**src/rtl/uart_instr_loader_pkg.sv**
```systemverilog
// Shared definitions for the UART instruction loader: data width and the
// state encodings of the receiver and loader FSMs.
package uart_instr_loader_pkg;

    localparam int XLEN = 32;

    typedef enum logic [1:0] {
        RX_IDLE  = 2'd0,
        RX_START = 2'd1,
        RX_DATA  = 2'd2,
        RX_STOP  = 2'd3
    } rx_state_t;

    typedef enum logic [1:0] {
        LD_WAIT_HDR = 2'd0,
        LD_LOAD     = 2'd1,
        LD_DONE     = 2'd2
    } ld_state_t;

endpackage

```
**src/rtl/uart_instr_loader_if.sv**
```systemverilog
// Instruction-memory write port: the loader drives it, the memory samples it
// only while imem_we is high.
interface uart_instr_loader_if #(
    parameter int ADDR_WIDTH = 6
);
    import uart_instr_loader_pkg::*;

    logic                  imem_we;
    logic [ADDR_WIDTH-1:0] imem_addr;
    logic [XLEN-1:0]       imem_wdata;

    modport master (output imem_we, output imem_addr, output imem_wdata);
    modport slave  (input  imem_we, input  imem_addr, input  imem_wdata);

endinterface

```
**src/rtl/uart_instr_loader_rx_core.sv**
```systemverilog
// 8N1 UART receiver: input synchroniser, down-counting bit timer and RX FSM.
//
//   state    | meaning
//   ---------+--------------------------------------------------------------
//   RX_IDLE  | line idle, waiting for a synchronised 0
//   RX_START | half a bit into the start bit; re-check it is still 0
//   RX_DATA  | sampling 8 data bits LSB first, one per bit period
//   RX_STOP  | sampling the stop bit; on a low stop bit wait for line high
module uart_rx_core
    import uart_instr_loader_pkg::*;
#(
    parameter int CLKS_PER_BIT = 87
) (
    input  logic       clk,
    input  logic       rst_n,
    input  logic       uart_rx,
    output logic [7:0] rx_byte,
    output logic       byte_valid,
    output logic       frame_err
);

    localparam int TW = $clog2(CLKS_PER_BIT);
    localparam logic [TW-1:0] FULL_LOAD = TW'(CLKS_PER_BIT - 1);
    localparam logic [TW-1:0] HALF_LOAD = TW'(CLKS_PER_BIT / 2 - 1);

    logic [1:0]    sync;
    logic          rx_s;
    rx_state_t     state;
    logic [TW-1:0] timer;
    logic [2:0]    bit_cnt;
    logic [7:0]    shift;
    logic          stop_bad;

    assign rx_s = sync[1];

    // Two-flop synchroniser, preset to the idle level.
    always_ff @(posedge clk) begin
        if (!rst_n) sync <= 2'b11;
        else        sync <= {sync[0], uart_rx};
    end

    // Receiver FSM; timer terminal count (zero) marks each sample point.
    always_ff @(posedge clk) begin
        if (!rst_n) begin
            state      <= RX_IDLE;
            timer      <= '0;
            bit_cnt    <= '0;
            shift      <= '0;
            rx_byte    <= '0;
            byte_valid <= 1'b0;
            frame_err  <= 1'b0;
            stop_bad   <= 1'b0;
        end else begin
            byte_valid <= 1'b0;
            case (state)
                RX_IDLE: begin
                    if (!rx_s) begin
                        state <= RX_START;
                        timer <= HALF_LOAD;
                    end
                end
                RX_START: begin
                    if (timer != '0) begin
                        timer <= timer - 1'b1;
                    end else if (!rx_s) begin
                        state   <= RX_DATA;
                        timer   <= FULL_LOAD;
                        bit_cnt <= '0;
                    end else begin
                        state <= RX_IDLE;
                    end
                end
                RX_DATA: begin
                    if (timer != '0) begin
                        timer <= timer - 1'b1;
                    end else begin
                        shift <= {rx_s, shift[7:1]};
                        timer <= FULL_LOAD;
                        if (bit_cnt == 3'd7) state <= RX_STOP;
                        else                 bit_cnt <= bit_cnt + 1'b1;
                    end
                end
                RX_STOP: begin
                    if (stop_bad) begin
                        if (rx_s) begin
                            stop_bad <= 1'b0;
                            state    <= RX_IDLE;
                        end
                    end else if (timer != '0) begin
                        timer <= timer - 1'b1;
                    end else if (rx_s) begin
                        rx_byte    <= shift;
                        byte_valid <= 1'b1;
                        state      <= RX_IDLE;
                    end else begin
                        frame_err <= 1'b1;
                        stop_bad  <= 1'b1;
                    end
                end
                default: state <= RX_IDLE;
            endcase
        end
    end

endmodule

```
**src/rtl/uart_instr_loader.sv**
```systemverilog
// UART boot loader: header byte gives the word count, following bytes are
// packed little-endian into 32-bit words and written to instruction memory.
//
//   state       | meaning
//   ------------+-----------------------------------------------------------
//   LD_WAIT_HDR | waiting for the header byte (word count N)
//   LD_LOAD     | packing bytes into words and strobing them into memory
//   LD_DONE     | load finished; all further bytes ignored until reset
module uart_instr_loader
    import uart_instr_loader_pkg::*;
#(
    parameter int CLKS_PER_BIT = 87,
    parameter int ADDR_WIDTH   = 6
) (
    input  logic                 clk,
    input  logic                 rst_n,
    input  logic                 uart_rx,
    uart_instr_loader_if.master  imem,
    output logic                 load_busy,
    output logic                 load_done,
    output logic                 frame_err
);

    logic [7:0]            rx_byte;
    logic                  byte_valid;
    ld_state_t             state;
    logic [7:0]            words_left;
    logic [1:0]            byte_idx;
    logic [23:0]           partial;
    logic                  we_q;
    logic [ADDR_WIDTH-1:0] addr_q;
    logic [XLEN-1:0]       wdata_q;

    uart_rx_core #(
        .CLKS_PER_BIT (CLKS_PER_BIT)
    ) u_rx (
        .clk        (clk),
        .rst_n      (rst_n),
        .uart_rx    (uart_rx),
        .rx_byte    (rx_byte),
        .byte_valid (byte_valid),
        .frame_err  (frame_err)
    );

    assign imem.imem_we    = we_q;
    assign imem.imem_addr  = addr_q;
    assign imem.imem_wdata = wdata_q;

    // Loader FSM with word packer; partial word is kept apart from wdata so
    // the memory-facing data only changes on a strobe.
    always_ff @(posedge clk) begin
        if (!rst_n) begin
            state      <= LD_WAIT_HDR;
            words_left <= '0;
            byte_idx   <= '0;
            partial    <= '0;
            we_q       <= 1'b0;
            addr_q     <= '0;
            wdata_q    <= '0;
            load_busy  <= 1'b0;
            load_done  <= 1'b0;
        end else begin
            we_q <= 1'b0;
            case (state)
                LD_WAIT_HDR: begin
                    if (byte_valid) begin
                        if (rx_byte == 8'd0) begin
                            load_done <= 1'b1;
                            state     <= LD_DONE;
                        end else begin
                            words_left <= rx_byte;
                            byte_idx   <= '0;
                            load_busy  <= 1'b1;
                            state      <= LD_LOAD;
                        end
                    end
                end
                LD_LOAD: begin
                    if (we_q) begin
                        addr_q     <= addr_q + 1'b1;
                        words_left <= words_left - 1'b1;
                        if (words_left == 8'd1) begin
                            load_busy <= 1'b0;
                            load_done <= 1'b1;
                            state     <= LD_DONE;
                        end
                    end
                    if (byte_valid) begin
                        byte_idx <= byte_idx + 1'b1;
                        if (byte_idx == 2'd3) begin
                            wdata_q <= {rx_byte, partial};
                            we_q    <= 1'b1;
                        end else begin
                            partial <= {rx_byte, partial[23:8]};
                        end
                    end
                end
                LD_DONE: ;
                default: state <= LD_WAIT_HDR;
            endcase
        end
    end

endmodule
```
**src/flat_wrapper.sv**
```systemverilog
// flat-port wrapper written by rule: the top's interface ports become plain ports
module uart_instr_loader_flat import uart_instr_loader_pkg::*;
#(
    parameter int CLKS_PER_BIT = 87,
    parameter int ADDR_WIDTH   = 6
)
  (clk, rst_n, uart_rx, load_busy, load_done, frame_err, imem_imem_we, imem_imem_addr, imem_imem_wdata);
  uart_instr_loader_if #(.ADDR_WIDTH(ADDR_WIDTH)) imem_i ();
  input  logic clk;
  input  logic rst_n;
  input  logic uart_rx;
  output logic load_busy;
  output logic load_done;
  output logic frame_err;
  output wire logic [$bits(imem_i.imem_we)-1:0] imem_imem_we;
  output wire logic [$bits(imem_i.imem_addr)-1:0] imem_imem_addr;
  output wire logic [$bits(imem_i.imem_wdata)-1:0] imem_imem_wdata;
  assign imem_imem_we = imem_i.imem_we;
  assign imem_imem_addr = imem_i.imem_addr;
  assign imem_imem_wdata = imem_i.imem_wdata;
  uart_instr_loader #(.CLKS_PER_BIT(CLKS_PER_BIT), .ADDR_WIDTH(ADDR_WIDTH)) u_core (.clk(clk), .rst_n(rst_n), .uart_rx(uart_rx), .imem(imem_i), .load_busy(load_busy), .load_done(load_done), .frame_err(frame_err));
endmodule
```
**config.mk**
```make
export PLATFORM = sky130hd
export DESIGN_NAME = uart_instr_loader_flat
export DESIGN_NICKNAME = d
export VERILOG_FILES = /design/src/rtl/uart_instr_loader_pkg.sv /design/src/rtl/uart_instr_loader_if.sv /design/src/rtl/uart_instr_loader_rx_core.sv /design/src/rtl/uart_instr_loader.sv /design/src/flat_wrapper.sv
export SDC_FILE = /design/constraint.sdc
export NUM_CORES = 1
export LEC_CHECK = 0
export CORE_MARGIN = 2
export CORE_UTILIZATION = 55
export CTS_BUF_LIST = sky130_fd_sc_hd__clkbuf_4
export DETAILED_ROUTE_END_ITERATION = 16
export PLACE_DENSITY = 0.77
export SLEW_MARGIN = 10
export SYNTH_ARGS = -nofsm -noshare
export SYNTH_HDL_FRONTEND = slang
export SYNTH_SLANG_ARGS = --single-unit
```
**constraint.sdc**
```tcl
create_clock -name clk -period 2.3 [get_ports clk]
set_input_delay 0.46 -clock clk [delete_from_list [all_inputs] [get_ports clk]]
set_output_delay 0.46 -clock clk [all_outputs]
set_load 0.01 [all_outputs]
```
# [After elaboration in Yosys (flattened, before gate mapping)]
# Cells that the tools add are included.
[word_totals] input_bits=3 ff_bits=110 word_cells=125 output_inout_bits=42
[classes] n_addsub=5 n_bitwise=7 eq_ne=24 mux=49 reduce_logical=22
[ops] cell="$mux W7" n=6
[ops] cell="$mux W2" n=15
[ops] cell="$pmux W7 S4" n=1
[ops] cell="$mux W8" n=3
[ops] cell="$reduce_and A4 Y1" n=6
[ops] cell="$ne A2 B2 Y1 const B" n=11
[ops] cell="$reduce_and A5 Y1" n=4
[ops] cell="$pmux W8 S2" n=1
[ops] cell="$mux W1" n=13
[ops] cell="$mux W3" n=4
[ops] cell="$reduce_and A3 Y1" n=3
[ops] cell="$eq A2 B2 Y1 const B" n=4
[ops] cell="$eq A8 B1 Y1 const B" n=1
[ops] cell="$logic_not A8 Y1" n=1
[ops] cell="$pmux W2 S4" n=1
[ops] cell="$sub A8 B1 Y8 const B" n=1
[ops] cell="$not A1 Y1" n=7
[ops] cell="$reduce_bool A7 Y1" n=1
[ops] cell="$sub A7 B1 Y7 const B" n=1
[ops] cell="$add A6 B1 Y6 const B" n=1
[ops] cell="$ne A2 B1 Y1 const B" n=3
[ops] cell="$ne A3 B3 Y1 const B" n=2
[ops] cell="$pmux W2 S3" n=1
[ops] cell="$pmux W3 S2" n=1
[ops] cell="10 further kinds" n=15

# [Logic depth before layout (Yosys ltp)]
[logic_depth] ltp_word=4 depth_mapped=8 depth_no_buf=6

# [Modules after synthesis]
# A second synthesis with hierarchy kept.
[hier_totals] cells_unflattened=559 area_unflattened_um2=4589.4
[by_module_without_submodules] mod="uart_instr_loader" cells_per_inst=384 area_each_um2=3034.2 instances=1 seq_area_each_um2=1541.5
[by_module_without_submodules] mod="uart_rx_core" cells_per_inst=175 area_each_um2=1555.2 instances=1 seq_area_each_um2=660.6

# [Least setup slack after synthesis]
# Ideal clock, no wire load.
[synth_timing] path_kind="register -> register" startpoint="register u_core.u_rx.timer[2]" endpoint="register u_core.u_rx.timer[1]" t_arrival_ps=1568 slack_ps=598 path_buffers=0 period_less_slack_ps=1702 path_stages_with_launch=5 setup_ps=134 required_time_ps=2166 cell_sequence="dfxtp_1 -> or4_4 -> or3_4 -> a21oi_1 -> a311oi_2"
[synth_via] elab_chain_cells=3 elab_cells_between_ends=7 classes_between="eq/ne (2); mux (3); reduce/logical (2)"
[synth_lines] element="start: declaration" line="uart_instr_loader_rx_core.sv:29" rtl="logic [TW-1:0] timer;"
[synth_lines] element="start signal: assignment" line="uart_instr_loader_rx_core.sv:64" rtl="timer <= timer - 1'b1;"
[synth_lines] element="start signal: assignment" line="uart_instr_loader_rx_core.sv:75" rtl="timer <= timer - 1'b1;"
[synth_lines] element="start signal: assignment" line="uart_instr_loader_rx_core.sv:90" rtl="timer <= timer - 1'b1;"
[synth_lines] element="$reduce_bool A7 Y1 *" line="uart_instr_loader_rx_core.sv:63, uart_instr_loader_rx_core.sv:74, uart_instr_loader_rx_core.sv:89"
[synth_lines] element="$ne A3 B3 Y1 (no line) (tied with other cells)"
[synth_lines] element="$reduce_and A4 Y1 (no line) or $pmux W7 S4 (tied branches)"
# Mark *: on every way between the ends. The rest lies on a longest branch, timed or not.
# A chain may end at the register's enable or synchronous reset.

# [Worst setup path after layout]
[layout_timing] startpoint="register u_core.we_q (netlist: u_core.imem.imem_we)" endpoint="output port imem_imem_we"
[layout_lines] element="start: declaration" line="uart_instr_loader.sv:30" rtl="logic we_q;"
[layout_lines] element="start signal: assignment" line="uart_instr_loader.sv:57" rtl="we_q <= 1'b0;"
[layout_lines] element="start signal: assignment" line="uart_instr_loader.sv:63" rtl="we_q <= 1'b0;"
[layout_lines] element="start signal: assignment" line="uart_instr_loader.sv:92" rtl="we_q <= 1'b1;"
[layout_lines] element="end: declaration" line="flat_wrapper.sv:15" rtl="output wire logic [$bits(imem_i.imem_we)-1:0] imem_imem_we;"
# No word-level cell between the ends.

==> flow_summary_export.csv <==
group,metric,value,unit
status,status,"finished clean",
floorplan,die_y,96.5,um
place,post_dp_cell_area,0.00525,mm2
logic_synthesis,async_flop_share,0,
clock_network,cts.sinks,110,
grt,grt_antenna_before_repair,0,
logic_synthesis,synth-seq-cells,110,
logic_synthesis,synth_fp_nets,586,
clock_network,cts_tree,"yes",
final_layout,area_growth_syn_to_layout,14.3,%
sta,period_needed,1990,ps
logic_synthesis,synth_edf_count,0,
route,drc,0,
pwr,power_density,644,mW/mm2
route,wl,10200,um
route,avgRoutedWirePerCell,14.3,um
logic_synthesis,synth_cell_types,60,
route,vias,4125,
logic_synthesis,synth.top_cell.area_share,0.467,
critical_path,path_buf_inv,1,
critical_path,crit_family,"buffers and inverters",
pwr,power_leakage,1.89,nW
critical_path,start_kind,"register",
logic_synthesis,netlist_instances,570,
critical_path,cpPeakStageDelay,580,ps
pwr,p_clk_frac,0.274,
critical_path,crit_type,"reg2out",
sta,hold_viol,0,
logic_synthesis,synthFlopType,"dfxtp_1",
grt,grt_pass1_wl,16700,um
final_layout,design_area,0.00538,mm2
final_layout,drive_above_1_share,0.0744,
sta,slew-limit-headroom,0.552,
place,place_congestion,0.846,
logic_synthesis,ys_seq_area_frac,0.467,
critical_path,cp_max_fo,7,
sta,post-route-period-util,0.864,
floorplan,core,0.00826,mm2
run,drv_cap,0,
place,hpwl,6980,um
logic_synthesis,syn_avg_cell_area,8.26,um2
sta,fmax,503,MHz
clock_network,cts-root-buf,"clkbuf_4",
critical_path,required,1840,ps
logic_synthesis,synthTopCellsByArea,"dfxtp_1, nand2_1, a21oi_1, ha_1, mux2i_1",
grt,grt_pass1_vias,3577,
floorplan,initial_utilization,0.570,
clock_network,insertion_delay,470,ps
sta,fin_skew,20.5,ps
clock_network,cts.reportedPaths.clkPinSlew,190,ps
floorplan,row_count,33,
clock_network,hold_buffers,0,
pwr,swShare,0.307,
sta,rsz0062_at_grt,"no",
pwr,vdd_ir_drop_max,0.374,mV
clock_network,h-tree-depth,3,
route,avgViaCountPerCell,5.81,
floorplan,pin_count,45,
route,drt_iter0_drc,277,
sta,hold_ws,450,ps
floorplan,dieArea,0.00932,mm2
pwr,switching_power,1.07,mW
clock_network,numCtsBuffers,9,
logic_synthesis,yosysWarnings,0,
pwr,sequentialPowerShare,0.573,
critical_path,worstSetupEndpointType,"output pin",
grt,grtUsageTotal,0.227,
floorplan,dieWidth,96.5,um
worst_hold_path,hold_class,"reg2reg",
clock_network,post_cts_buffers,0,
clock_network,cts_resized,0,
route,dr.pass1.iters,5,
final_layout,final_net_count,616,
place,port_buffers,44,
pwr,p_int,2.40,mW
sta,slew_violations,0,
logic_synthesis,synth_area,0.00471,mm2
pwr,combPwrFrac,0.152,
clock_network,clk_path_buf_depth,2,
sta,worst_pin_slew,667,ps
logic_synthesis,yosys.area.top_type,"dfxtp_1",
critical_path,critPathArrivalTime,1530,ps
sta,setup_viol,0,
critical_path,cp_slowest_cell,"clkdlybuf4s50_1",
critical_path,critical_path.cell_chain,"clkdlybuf4s50_1",
final_layout,n_antenna_cell,0,
grt,grt-ovfl-total,0,
route,ant_nets,0,
sta,finalSetupTns,0,ps
grt,grt_max_degree,40,
-- cells in the mapped netlist, types with 3 or more instances --
library cell / number
inv_1: 12
buf_2: 8
xor2_1: 4
nand3_1: 16
a21oi_1: 87
nor4_1: 5
nand4_1: 8
o21ai_0: 7
dfxtp_1: 110
o31a_1: 3
ha_1: 13
a22oi_1: 3
nand2b_1: 6
nor3b_1: 3
nand2_1: 141
a31oi_1: 4
or2_2: 3
nor2b_1: 5
o32ai_1: 8
a211oi_1: 5
clkbuf_1: 28
mux2i_1: 11
nor2_1: 29
or4_1: 3
nor3_1: 5
-- cells by family (layout without fill, tap and decap cells) --
kind of cell | count (synthesis) | count (layout) | share of synthesized area
flip-flops | 110 | 110 | 0.467
AND/OR/NAND/NOR | 239 | 239 | 0.233
XOR/XNOR | 6 | 6 | 0.0112
multiplexers | 11 | 11 | 0.0234
AO/OA/AOI/OAI | 141 | 141 | 0.187
buffers and inverters | 50 | 85 | 0.0433
adder cells (fa/ha/maj) | 13 | 13 | 0.0345
-- sequential cells by signal (all words and copies together) (netlist names), named ones only --
signal                  cells
u_core.byte_idx             2
u_core.imem.imem_addr       6
u_core.imem.imem_wdata     32
u_core.imem.imem_we         1
u_core.load_busy            1
u_core.load_done            1
u_core.partial             24
u_core.state                2
u_core.u_rx.bit_cnt         3
u_core.u_rx.byte_valid      1
u_core.u_rx.frame_err       1
u_core.u_rx.rx_byte         8
u_core.u_rx.shift           8
u_core.u_rx.state           1
u_core.u_rx.stop_bad        1
u_core.u_rx.sync            2
u_core.u_rx.timer           7
u_core.words_left           8
-- through the flow --
step / util / std cells / power [mW] / worst slack [ps]
finish: 0.652 / 710 / 3.47 / 313
CTS: 0.652 / 710 / 3.47 / 293
floorplan: - / 570 / 2.42 / 598
global route: 0.652 / 710 / 3.62 / 151
global placement: 0.635 / 694 / 2.53 / 486
detailed placement: 0.635 / 694 / 2.54 / 378
-- power by group through the flow --
stage          logic, mW  registers, mW  clock network (mW)
6_report           0.528           1.99               0.951
5_1_grt            0.584           2.00                1.04
4_1_cts            0.516           1.99               0.966
3_5_place_dp       0.515           2.03                   0
3_3_place_gp       0.505           2.03                   0
2_1_floorplan      0.412           2.01                   0
-- layout make-up --
cell class / instances / area [um2]
repair buffers: 57 / 563
multi-input cells: 410 / 2300
flip-flops and latches: 110 / 2200
clock buffers: 10 / 75.1
fillers: 696 / 2870
clock inverters: 6 / 62.6
inverters: 12 / 45.0
well taps: 105 / 131
-- cell usage in the layout (no fill, tap or decap), types with 4 or more instances in the layout --
master / n
ha_1: 13
nor2b_1: 5
nor3_1: 5
nand2_1: 141
nand2b_1: 6
nor2_1: 29
nand3_1: 16
xor2_1: 4
o32ai_1: 8
dfxtp_1: 110
mux2i_1: 11
nor4_1: 5
a211oi_1: 5
nand4_1: 8
o21ai_0: 7
clkdlybuf4s50_1: 44
a31oi_1: 4
inv_1: 11
clkbuf_4: 10
buf_4: 11
a21oi_1: 87
-- metal layers --
layer / global-route usage / part of all wire / up-vias
met2: 0.354 / 0.45 / 141
met5: 0 / 0 / -
met3: 0.0334 / 0.056 / 17
li1: - / - / 2046
met1: 0.322 / 0.48 / 1921
met4: 0.0763 / 0.015 / 0
-- tightest hold or removal path, delay by kind of cell, from the launching register on --
family,cells,cell delay (ps)
AOI/OAI and AO/OA,1,50
and+or+nand+nor,1,50
DFF,1,340
-- final timing paths --
kind	start	endpoint	slack [ps]	cells past startpoint
setup / recovery	u_core.imem.imem_we	imem_imem_we	310	1
hold reg to reg	u_core.partial[3]	u_core.imem.imem_wdata[3]	450	2
hold / removal	u_core.partial[3]	u_core.imem.imem_wdata[3]	450	2
setup reg to reg	u_core.u_rx.timer[1]	u_core.u_rx.bit_cnt[0]	330	6
No activity file was read; power rests on OpenSTA's default activity.
